[config.mk]
export PLATFORM = sky130hd
export DESIGN_NAME = que_slot_push_collector
export DESIGN_NICKNAME = d
export VERILOG_FILES = /design/src/rtl/que_slot_pkg.sv /design/src/rtl/que_slot_sync_fifo.sv /design/src/rtl/que_slot_push_collector.sv
export SDC_FILE = /design/constraint.sdc
export NUM_CORES = 1
export LEC_CHECK = 0
export CAP_MARGIN = 40
export CELL_PAD_IN_SITES_DETAIL_PLACEMENT = 0
export CELL_PAD_IN_SITES_GLOBAL_PLACEMENT = 1
export CORE_UTILIZATION = 45
export DETAILED_ROUTE_END_ITERATION = 16
export PLACE_DENSITY = 0.67
export REMOVE_ABC_BUFFERS = 1
export SLEW_MARGIN = 20
export SYNTH_ARGS = -nofsm -noshare
export SYNTH_HDL_FRONTEND = slang
export SYNTH_SLANG_ARGS = --single-unit
[constraint.sdc]
create_clock -name clock -period 3.18 [get_ports clock]
set_input_delay 0.318 -clock clock [delete_from_list [all_inputs] [get_ports clock]]
set_output_delay 0.318 -clock clock [all_outputs]
set_load 0.05 [all_outputs]
[src/rtl/que_slot_pkg.sv]
// rtl/que_slot_pkg.sv - shared types and constants for the que slot push collector
package que_slot_pkg;

   typedef enum logic [1:0] {
      S_IDLE    = 2'd0,
      S_GRANT   = 2'd1,
      S_COLLECT = 2'd2,
      S_CLOSE   = 2'd3
   } collector_state_e;

   localparam int QUE_SLOT_DATA_WIDTH = 9;
   localparam int QUE_SLOT_FIFO_WIDTH = 10;
   localparam int FIRST_BIT           = 8;
   localparam int LAST_BIT            = 9;

endpackage

[src/rtl/que_slot_sync_fifo.sv]
// rtl/que_slot_sync_fifo.sv - single-clock first-word fall-through FIFO with free-entry count
module que_slot_sync_fifo #(
   parameter int WIDTH = 10,
   parameter int DEPTH = 64
) (
   input  logic                     clock,
   input  logic                     reset_n,
   input  logic                     wr_en,
   input  logic [WIDTH-1:0]         wr_data,
   input  logic                     rd_en,
   output logic [WIDTH-1:0]         rd_data,
   output logic                     empty,
   output logic                     full,
   output logic [$clog2(DEPTH):0]   free_entries
);

   localparam int AW = $clog2(DEPTH);

   logic [WIDTH-1:0] mem_q [DEPTH];
   logic [AW-1:0]    wr_ptr_q, wr_ptr_d;
   logic [AW-1:0]    rd_ptr_q, rd_ptr_d;
   logic [AW:0]      count_q, count_d;
   logic             do_wr, do_rd;

   always_comb begin
      do_wr    = wr_en && !full;
      do_rd    = rd_en && !empty;
      wr_ptr_d = do_wr ? wr_ptr_q + AW'(1) : wr_ptr_q;
      rd_ptr_d = do_rd ? rd_ptr_q + AW'(1) : rd_ptr_q;
      count_d  = count_q;
      if (do_wr && !do_rd) begin
         count_d = count_q + (AW+1)'(1);
      end else if (!do_wr && do_rd) begin
         count_d = count_q - (AW+1)'(1);
      end
   end

   always_ff @(posedge clock or negedge reset_n) begin
      if (!reset_n) begin
         wr_ptr_q <= '0;
         rd_ptr_q <= '0;
         count_q  <= '0;
      end else begin
         wr_ptr_q <= wr_ptr_d;
         rd_ptr_q <= rd_ptr_d;
         count_q  <= count_d;
      end
   end

   // Storage needs no reset; the pointers define what is valid.
   always_ff @(posedge clock) begin
      if (do_wr) begin
         mem_q[wr_ptr_q] <= wr_data;
      end
   end

   always_comb begin
      rd_data      = mem_q[rd_ptr_q];
      empty        = (count_q == '0);
      full         = (count_q == (AW+1)'(DEPTH));
      free_entries = (AW+1)'(DEPTH) - count_q;
   end

endmodule

[src/rtl/que_slot_push_collector.sv]
// rtl/que_slot_push_collector.sv - grants a que slot handler, frames its push stream by idle
// timeout and buffers framed bytes for the switch egress
module que_slot_push_collector
   import que_slot_pkg::*;
#(
   parameter int FIFO_DEPTH = 64,
   parameter int IDLE_LIMIT = 12,
   parameter int HEADROOM   = 4
) (
   input  logic                           clock,
   input  logic                           reset_n,
   input  logic                           slot_ready,
   input  logic [QUE_SLOT_DATA_WIDTH-1:0] push_data,
   input  logic                           push_data_valid,
   input  logic                           push_data_ready,
   output logic                           enable,
   output logic                           push_data_enable,
   output logic [7:0]                     tx_data,
   output logic                           tx_first,
   output logic                           tx_last,
   output logic                           tx_valid,
   input  logic                           tx_ready,
   output logic [15:0]                    packet_count,
   output logic                           busy
);

   localparam int AW = $clog2(FIFO_DEPTH);
   localparam int IW = $clog2(IDLE_LIMIT + 1);

   collector_state_e state_q, state_d;

   logic                           hold_valid_q, hold_valid_d;
   logic [QUE_SLOT_DATA_WIDTH-1:0] hold_data_q, hold_data_d;
   logic [IW-1:0]                  idle_cnt_q, idle_cnt_d;
   logic [15:0]                    packet_count_q, packet_count_d;
   logic                           overflow_q, overflow_d;
   logic                           push_en_q, push_en_d;

   logic                           fifo_wr_req;
   logic                           fifo_wr_last;
   logic [QUE_SLOT_FIFO_WIDTH-1:0] fifo_wr_data;
   logic [QUE_SLOT_FIFO_WIDTH-1:0] fifo_rd_data;
   logic                           fifo_empty;
   logic                           fifo_full;
   logic [AW:0]                    fifo_free;
   logic                           room_ok;

   assign room_ok      = (fifo_free >= (AW+1)'(HEADROOM));
   assign fifo_wr_data = {fifo_wr_last, hold_data_q};

   que_slot_sync_fifo #(
      .WIDTH (QUE_SLOT_FIFO_WIDTH),
      .DEPTH (FIFO_DEPTH)
   ) u_fifo (
      .clock        (clock),
      .reset_n      (reset_n),
      .wr_en        (fifo_wr_req),
      .wr_data      (fifo_wr_data),
      .rd_en        (tx_ready),
      .rd_data      (fifo_rd_data),
      .empty        (fifo_empty),
      .full         (fifo_full),
      .free_entries (fifo_free)
   );

   always_ff @(posedge clock or negedge reset_n) begin
      if (!reset_n) begin
         state_q <= S_IDLE;
      end else begin
         state_q <= state_d;
      end
   end

   always_comb begin
      state_d = state_q;
      case (state_q)
         S_IDLE:    if (slot_ready && room_ok) state_d = S_GRANT;
         S_GRANT:   if (push_data_ready) state_d = S_COLLECT;
         S_COLLECT: if (!push_data_valid && idle_cnt_q == IW'(IDLE_LIMIT - 1)) state_d = S_CLOSE;
         S_CLOSE:   state_d = S_IDLE;
         default:   state_d = S_IDLE;
      endcase
   end

   always_comb begin
      enable = (state_q == S_GRANT) || (state_q == S_COLLECT);
      busy   = (state_q != S_IDLE);
   end

   // Each new byte pushes the held one out; a flagged first byte on a full hold ends the packet.
   always_comb begin
      hold_valid_d   = hold_valid_q;
      hold_data_d    = hold_data_q;
      idle_cnt_d     = idle_cnt_q;
      packet_count_d = packet_count_q;
      overflow_d     = overflow_q;
      fifo_wr_req    = 1'b0;
      fifo_wr_last   = 1'b0;
      push_en_d      = room_ok;
      case (state_q)
         S_GRANT: begin
            if (push_data_ready) idle_cnt_d = '0;
         end
         S_COLLECT: begin
            if (push_data_valid) begin
               idle_cnt_d   = '0;
               hold_valid_d = 1'b1;
               hold_data_d  = push_data;
               if (hold_valid_q) begin
                  fifo_wr_req  = 1'b1;
                  fifo_wr_last = push_data[FIRST_BIT];
                  if (push_data[FIRST_BIT]) packet_count_d = packet_count_q + 16'd1;
               end
            end else begin
               idle_cnt_d = idle_cnt_q + IW'(1);
            end
         end
         S_CLOSE: begin
            idle_cnt_d   = '0;
            hold_valid_d = 1'b0;
            if (hold_valid_q) begin
               fifo_wr_req    = 1'b1;
               fifo_wr_last   = 1'b1;
               packet_count_d = packet_count_q + 16'd1;
            end
         end
         default: ;
      endcase
      if (fifo_wr_req && fifo_full) overflow_d = 1'b1;
   end

   always_ff @(posedge clock or negedge reset_n) begin
      if (!reset_n) begin
         hold_valid_q   <= 1'b0;
         hold_data_q    <= '0;
         idle_cnt_q     <= '0;
         packet_count_q <= '0;
         overflow_q     <= 1'b0;
         push_en_q      <= 1'b0;
      end else begin
         hold_valid_q   <= hold_valid_d;
         hold_data_q    <= hold_data_d;
         idle_cnt_q     <= idle_cnt_d;
         packet_count_q <= packet_count_d;
         overflow_q     <= overflow_d;
         push_en_q      <= push_en_d;
      end
   end

   // Egress outputs read zero while the FIFO is empty.
   always_comb begin
      push_data_enable = push_en_q;
      packet_count     = packet_count_q;
      tx_valid         = !fifo_empty;
      tx_data          = fifo_empty ? 8'h00 : fifo_rd_data[7:0];
      tx_first         = !fifo_empty && fifo_rd_data[FIRST_BIT];
      tx_last          = !fifo_empty && fifo_rd_data[LAST_BIT];
   end

endmodule

* After elaboration in Yosys (flattened, before gate mapping)
Memories as Yosys holds them, arrays and structs flattened.
Cells that the tools add are included.
** Operators by class
- Add/sub/neg operators :: 7
- Order comparisons :: 1
- Equal/unequal tests :: 12
- Mux-type cells :: 25
- Reductions and logical operators :: 25
** Operators by type and width (number)
- $mux 16 :: 4
- $pmux 16 s2 :: 1
- $add 16x1->16 const B :: 1
- $mux 7 :: 2
- $ne 2x2->1 const B :: 7
- $add 6x1->6 const B :: 2
- $pmux 4 s3 :: 1
- $logic_and 1x1->1 :: 8
- $mux 4 :: 2
- $mux 8 :: 1
- $pmux 2 s4 :: 1
- $add 7x1->7 const B :: 1
- $eq 7x7->1 const B :: 1
- $ge 7x3->1 const B :: 1
- $logic_not 7->1 :: 1
- $mux 1 :: 7
- $sub 7x1->7 const B :: 1
- $sub 7x7->7 const A :: 1
- $mux 2 :: 3
- $pmux 1 s2 :: 3
- $reduce_and 2->1 :: 3
- $reduce_bool 2->1 :: 3
- $logic_not 1->1 :: 5
- $reduce_and 5->1 :: 1
- 8 further kinds :: 9
** Storage, ports and cells
- Flip-flop bits (word level) :: 52
- RAM bits :: 640
- Bits of input ports :: 15
- Word-level logic and storage cells :: 80
- Memories :: 1
** Memories
- u_fifo.mem_q :: words 64, bits a word 10, rd ports 1, clocked after memory_dff 0, write ports 1, RTL line que_slot_sync_fifo.sv:19 : logic [WIDTH-1:0] mem_q [DEPTH];

* Longest topological paths before layout
- Depth in word-level cells :: 8
- Depth in mapped cells :: 12
- Gate-level depth less buffers :: 12

* By module
From an unflattened synthesis, not the netlist that was laid out.
** Second synthesis, totals
- Cells, all modules :: 1418
- Area total of the unflattened synthesis :: 27629.0 um2
** By module, submodules not included
- que_slot_sync_fifo :: times used 1, cells each 1275, area an instance 25992.4 um2, sequential area each 19693.9 um2
- que_slot_push_collector :: times used 1, cells each 143, area an instance 1636.6 um2, sequential area each 825.8 um2

* Least setup slack after synthesis
No wires, ideal clock.
- Path kind :: flip-flop to flip-flop
- Start :: reg u_fifo.count_q[3]
- End :: reg u_fifo.count_q[5]
- Setup time :: 0.136 ns
- Arrival :: 3.511 ns
- Setup slack :: -0.467 ns
- Stages on the path, launching flop included :: 13
- Cells stage by stage :: dfrtp_1 > nor4_1 > nand3b_1 > and2_1 > inv_1 > ha_1 > inv_1 > ha_1 > a21o_1 > a21o_1 > a21oi_1 > nor4_1 > or3b_2
** Between the ends
- Longest elaborated chain between the ends :: 6
- Elaborated cells on any way between the ends :: 15
- Classes of those cells :: add/sub (2); eq/ne (1); mux (2); reduce/logical (10)
** Ends and longest elaborated chain
- start: declaration :: RTL line que_slot_sync_fifo.sv:22 : logic [AW:0] count_q, count_d;
- start signal: assignment :: RTL line que_slot_sync_fifo.sv:46 : count_q <= count_d;
- $logic_not 7->1 * :: RTL line que_slot_sync_fifo.sv:59 : empty = (count_q == '0);
- $logic_not 1->1 *
- via tx_valid :: RTL line que_slot_push_collector.sv:21 : output logic tx_valid,
- $logic_and 1x1->1 * :: RTL line que_slot_sync_fifo.sv:27 : do_rd = rd_en && !empty;
- $logic_not 1->1 :: RTL line que_slot_sync_fifo.sv:31 : if (do_wr && !do_rd) begin
- $logic_and 1x1->1 :: RTL line que_slot_sync_fifo.sv:31
- $mux 7 / $reduce_bool 2->1 (equally long branches)
Mark *: on every way through the listed nets, which the timed path passes. The rest lies on a longest branch. The select of a mux whose other input is x is not followed.
A chain may end at the register's enable or synchronous reset.

* Worst setup path in the final report
- Start :: reg u_fifo.rd_ptr_q[0]
- End :: out tx_data[2]
** Between the ends
- Longest elaborated chain between the ends :: 2
** Ends and longest elaborated chain
- start: declaration :: RTL line que_slot_sync_fifo.sv:21 : logic [AW-1:0] rd_ptr_q, rd_ptr_d;
- start signal: assignment :: RTL line que_slot_sync_fifo.sv:45 : rd_ptr_q <= rd_ptr_d;
- $mem_v2 64x10
- $mux 8 :: RTL line que_slot_push_collector.sv:155 : tx_data = fifo_empty ? 8'h00 : fifo_rd_data[7:0];
- end: declaration :: RTL line que_slot_push_collector.sv:18 : output logic [7:0] tx_data,
No other way between the ends.

==> impl_metrics.json <==
{
  "status": "finished with violations",
  "failing_checks": "negative setup slack",
  "placement.io_buffers": 44,
  "cellInternalPower_mw": 21.8,
  "ctsRootBufferMaster": "sky130_fd_sc_hd__clkbuf_16",
  "comb_power_share_pct": 36.7,
  "synth_top_flop_cell": "sky130_fd_sc_hd__edfxtp_1",
  "layout.nets": 1663,
  "maximum_number_of_pins_on_one_net_before_global_route_repair": 65,
  "vdd_ir_drop_max_mv": 0.577,
  "critical_path.startpoint_type": "flop",
  "grt_first_pass_wirelength_um": 95000,
  "drc": 0,
  "wl_per_cell_um": 26.4,
  "clk_path_buf_depth": 3,
  "first_iter_violations": 1332,
  "synth.cell_area_sq_um": 27300,
  "floorplan.initialDensity_pct": 45.9,
  "worst_slew_margin_rel_pct": 46.2,
  "detailroute.via_count": 14078,
  "floorplan.die_area_sq_um": 61700,
  "unrepaired_setup_endpoints_after_global_routing": "yes",
  "antenna_cells": 0,
  "drive_gt1_share_pct": 32.8,
  "tightestPinTransition_ns": 0.807,
  "maximum_operating_frequency_mhz": 307,
  "multi_input_comb_area_sq_um": 6900,
  "yosysSeqAreaShare_pct": 75.1,
  "first_global_vias": 14154,
  "cts.sinks": 692,
  "first_drt_pass_iteration_count": 5,
  "antenna_violations_before_repair": 0,
  "maxCapViolCount": 0,
  "overflow_left_after_global_routing": 0,
  "critical_path.endpoint_type": "output port",
  "power.sequential.fraction_pct": 37.7,
  "number_of_cells_produced_by_synthesis": 1393,
  "worst_clock_skew_ns": 0.0233,
  "clk_network_pwr_share_pct": 25.6,
  "post-route-period-util_pct": 103,
  "grt_use_total_pct": 21.6,
  "tritoncts": "built",
  "clkTransAtPathRegs_ns": 0.06,
  "most_frequent_standard_cell_in_the_layout_excluding_fill_and_tap_cells": "sky130_fd_sc_hd__edfxtp_1",
  "areaGrowthSynthToFinish_pct": 21.9,
  "synth-warning-count": 0,
  "floorplan.io_pins": 45,
  "switching_component_of_the_power_mw": 11.1,
  "power.density_nw_per_um2": 989,
  "timing_hold_violations_final": 0,
  "total_power_mw": 32.9,
  "cts_buffers": 71,
  "rows": 89,
  "worst-path-max-fanout": 5,
  "worstPathArrival_ns": 2.94,
  "worst-endpoint-required_ns": 2.86,
  "min_path_type": "primary input to asynchronous set/reset pin",
  "die_width_um": 248,
  "routabilityCongestion": 0.803,
  "routed_via_density": 5.72,
  "worst_slack_ns": -0.0801,
  "ant_nets": 0,
  "hpwl_um": 39000,
  "leakage_nw": 11.2,
  "synth-async-reset-ratio_pct": 7.51,
  "final-max-slew-violation-count": 0,
  "route.final.wire_length_um": 64900,
  "report.final.setup_viol": 10,
  "n_fill_cell": 4457,
  "placed_cells_incl_taps": 2296,
  "dieHeight_um": 248,
  "instances_no_fill": 2461,
  "timing.final.crit_period_ns": 3.26,
  "postSynthAreaPerCell_sq_um": 19.6,
  "clkLatencyLatePin_ns": 0.61,
  "final.hold.worst_slack_ns": 0.269,
  "count_of_flip_flops_with_a_built_in_enable_after_synthesis": 640,
  "post_synth_num_cell_types": 55,
  "critical_path_class": "flop to output port",
  "final_cell_mix": "640 x sky130_fd_sc_hd__edfxtp_1, 146 x sky130_fd_sc_hd__buf_4, 114 x sky130_fd_sc_hd__mux4_2",
  "core_area_sq_um": 59500,
  "sw_frac_of_total_pct": 33.7,
  "cts_max_level": 3,
  "seqCellArea_sq_um": 20500,
  "synth-seq-cells": 692
}
timing repair:
item | CTS | global route
hold buffers | 1 | 0
cloned | 10 | 1
resized for setup | 105 | 41
setup endpoints to repair | 10 | 12
pin swaps | 30 | 24
hold endpoints to repair | 22 | 0
setup buffers | 16 | 9
per-layer routing:
| metal | vias to the layer above | part of all wire (%) | wire, um | GRT usage, % |
|---|---|---|---|---|
| met5 | - | 0 | 0 | 0 |
| met4 | 0 | 2.1 | 1380 | 6.94 |
| met3 | 80 | 7.0 | 4560 | 4.55 |
| met2 | 433 | 49 | 31500 | 34.3 |
| met1 | 7359 | 42 | 27400 | 29.8 |
| li1 | 6206 | - | - | - |
area by class of cell:
class                           count  area share, %
Multi-Input combinational cell    618           20.7
Timing Repair Buffer              237           7.46
Tap cell                          773           2.90
Sequential cell                   692           61.7
Inverter                           11          0.124
Clock buffer                       90           5.74
Clock inverter                     40           1.35
cell usage after synthesis, drive strengths merged, types with 7 or more instances:
master | instances | share of area, %
a211oi | 30 | 0.97
a21oi | 36 | 0.66
a22o | 20 | 0.64
a22oi | 30 | 0.82
and3 | 7 | 0.16
buf | 38 | 1.0
clkbuf | 35 | 0.48
dfrtp | 52 | 4.8
edfxtp | 640 | 70
ha | 16 | 0.73
inv | 11 | 0.15
mux2 | 15 | 0.62
mux2i | 81 | 3.0
mux4 | 120 | 10
nand2 | 35 | 0.48
nand3 | 14 | 0.26
nand4 | 9 | 0.21
nor2 | 73 | 1.0
nor2b | 7 | 0.16
o21ai | 13 | 0.24
o221ai | 20 | 0.64
o22ai | 20 | 0.46
xnor2 | 21 | 0.67
xor2 | 8 | 0.26
path summary, 6_finish.rpt:
check                                    from            endpoint  slack [ns]  depth (start not counted)
max in group asynchronous             reset_n  u_fifo.rd_ptr_q[0]        2.11                          4
setup / recovery           u_fifo.rd_ptr_q[0]          tx_data[2]       -0.08                          9
min in group clock               push_data[1]      hold_data_q[1]        0.34                          2
hold / removal                        reset_n     packet_count[9]        0.27                          2
hold reg to reg                 idle_cnt_q[3]       idle_cnt_q[3]        0.48                          1
setup reg to reg            u_fifo.count_q[4]   u_fifo.count_q[5]        0.22                         12
power by group through the flow:
| stage | sequential (mW) | combinational, mW | clock (mW) |
|---|---|---|---|
| 2_1_floorplan | 13.2 | 4.75 | 0 |
| 4_1_cts | 12.5 | 11.7 | 8.58 |
| 6_report | 12.4 | 12.1 | 8.42 |
| 3_3_place_gp | 12.7 | 9.78 | 0 |
| 5_1_grt | 12.5 | 12.8 | 8.92 |
| 3_5_place_dp | 12.7 | 9.98 | 0 |
state kept, by name, summed over array words and instances, names as in the netlist:
| name | flops |
|---|---|
| hold_data_q | 9 |
| hold_valid_q | 1 |
| idle_cnt_q | 4 |
| packet_count | 16 |
| push_data_enable | 1 |
| state_q | 2 |
| u_fifo.count_q | 7 |
| u_fifo.mem_q | 640 |
| u_fifo.rd_ptr_q | 6 |
| u_fifo.wr_ptr_q | 6 |
kinds of logic (layout without fill, tap and decap cells):
| group | Yosys count | count (layout) | synth area share (%) |
|---|---|---|---|
| mux | 216 | 216 | 13.6 |
| buf+inv | 84 | 378 | 1.65 |
| flops | 692 | 692 | 75.1 |
| xor+xnor | 29 | 29 | 0.930 |
| compound gates | 183 | 183 | 4.87 |
| fa+ha+maj | 17 | 17 | 0.806 |
| simple gates | 172 | 173 | 2.96 |
critical path, stage by stage (launching register included):
cell                       delay [ns]
sky130_fd_sc_hd__dfrtp_4         0.51
sky130_fd_sc_hd__buf_12          0.16
sky130_fd_sc_hd__buf_12          0.12
sky130_fd_sc_hd__buf_16          0.13
sky130_fd_sc_hd__mux4_2          0.43
sky130_fd_sc_hd__a22o_4          0.26
sky130_fd_sc_hd__a211oi_4        0.23
sky130_fd_sc_hd__a21oi_4         0.08
sky130_fd_sc_hd__a22o_1          0.26
sky130_fd_sc_hd__buf_6           0.16
through the flow:
stage,utilization (%),cell area [sq um],setup TNS [ns],worst slack (ns)
detailed placement,50.0,29700,0,0.0756
CTS,55.6,33100,-1.32,-0.155
floorplan,-,26900,-72.47,-5.05
global route,56.0,33300,-1.19,-0.149
global placement,49.9,29700,0,0.116
finish,56.0,33300,-0.507,-0.0801
(Power assumes the default switching activity.)
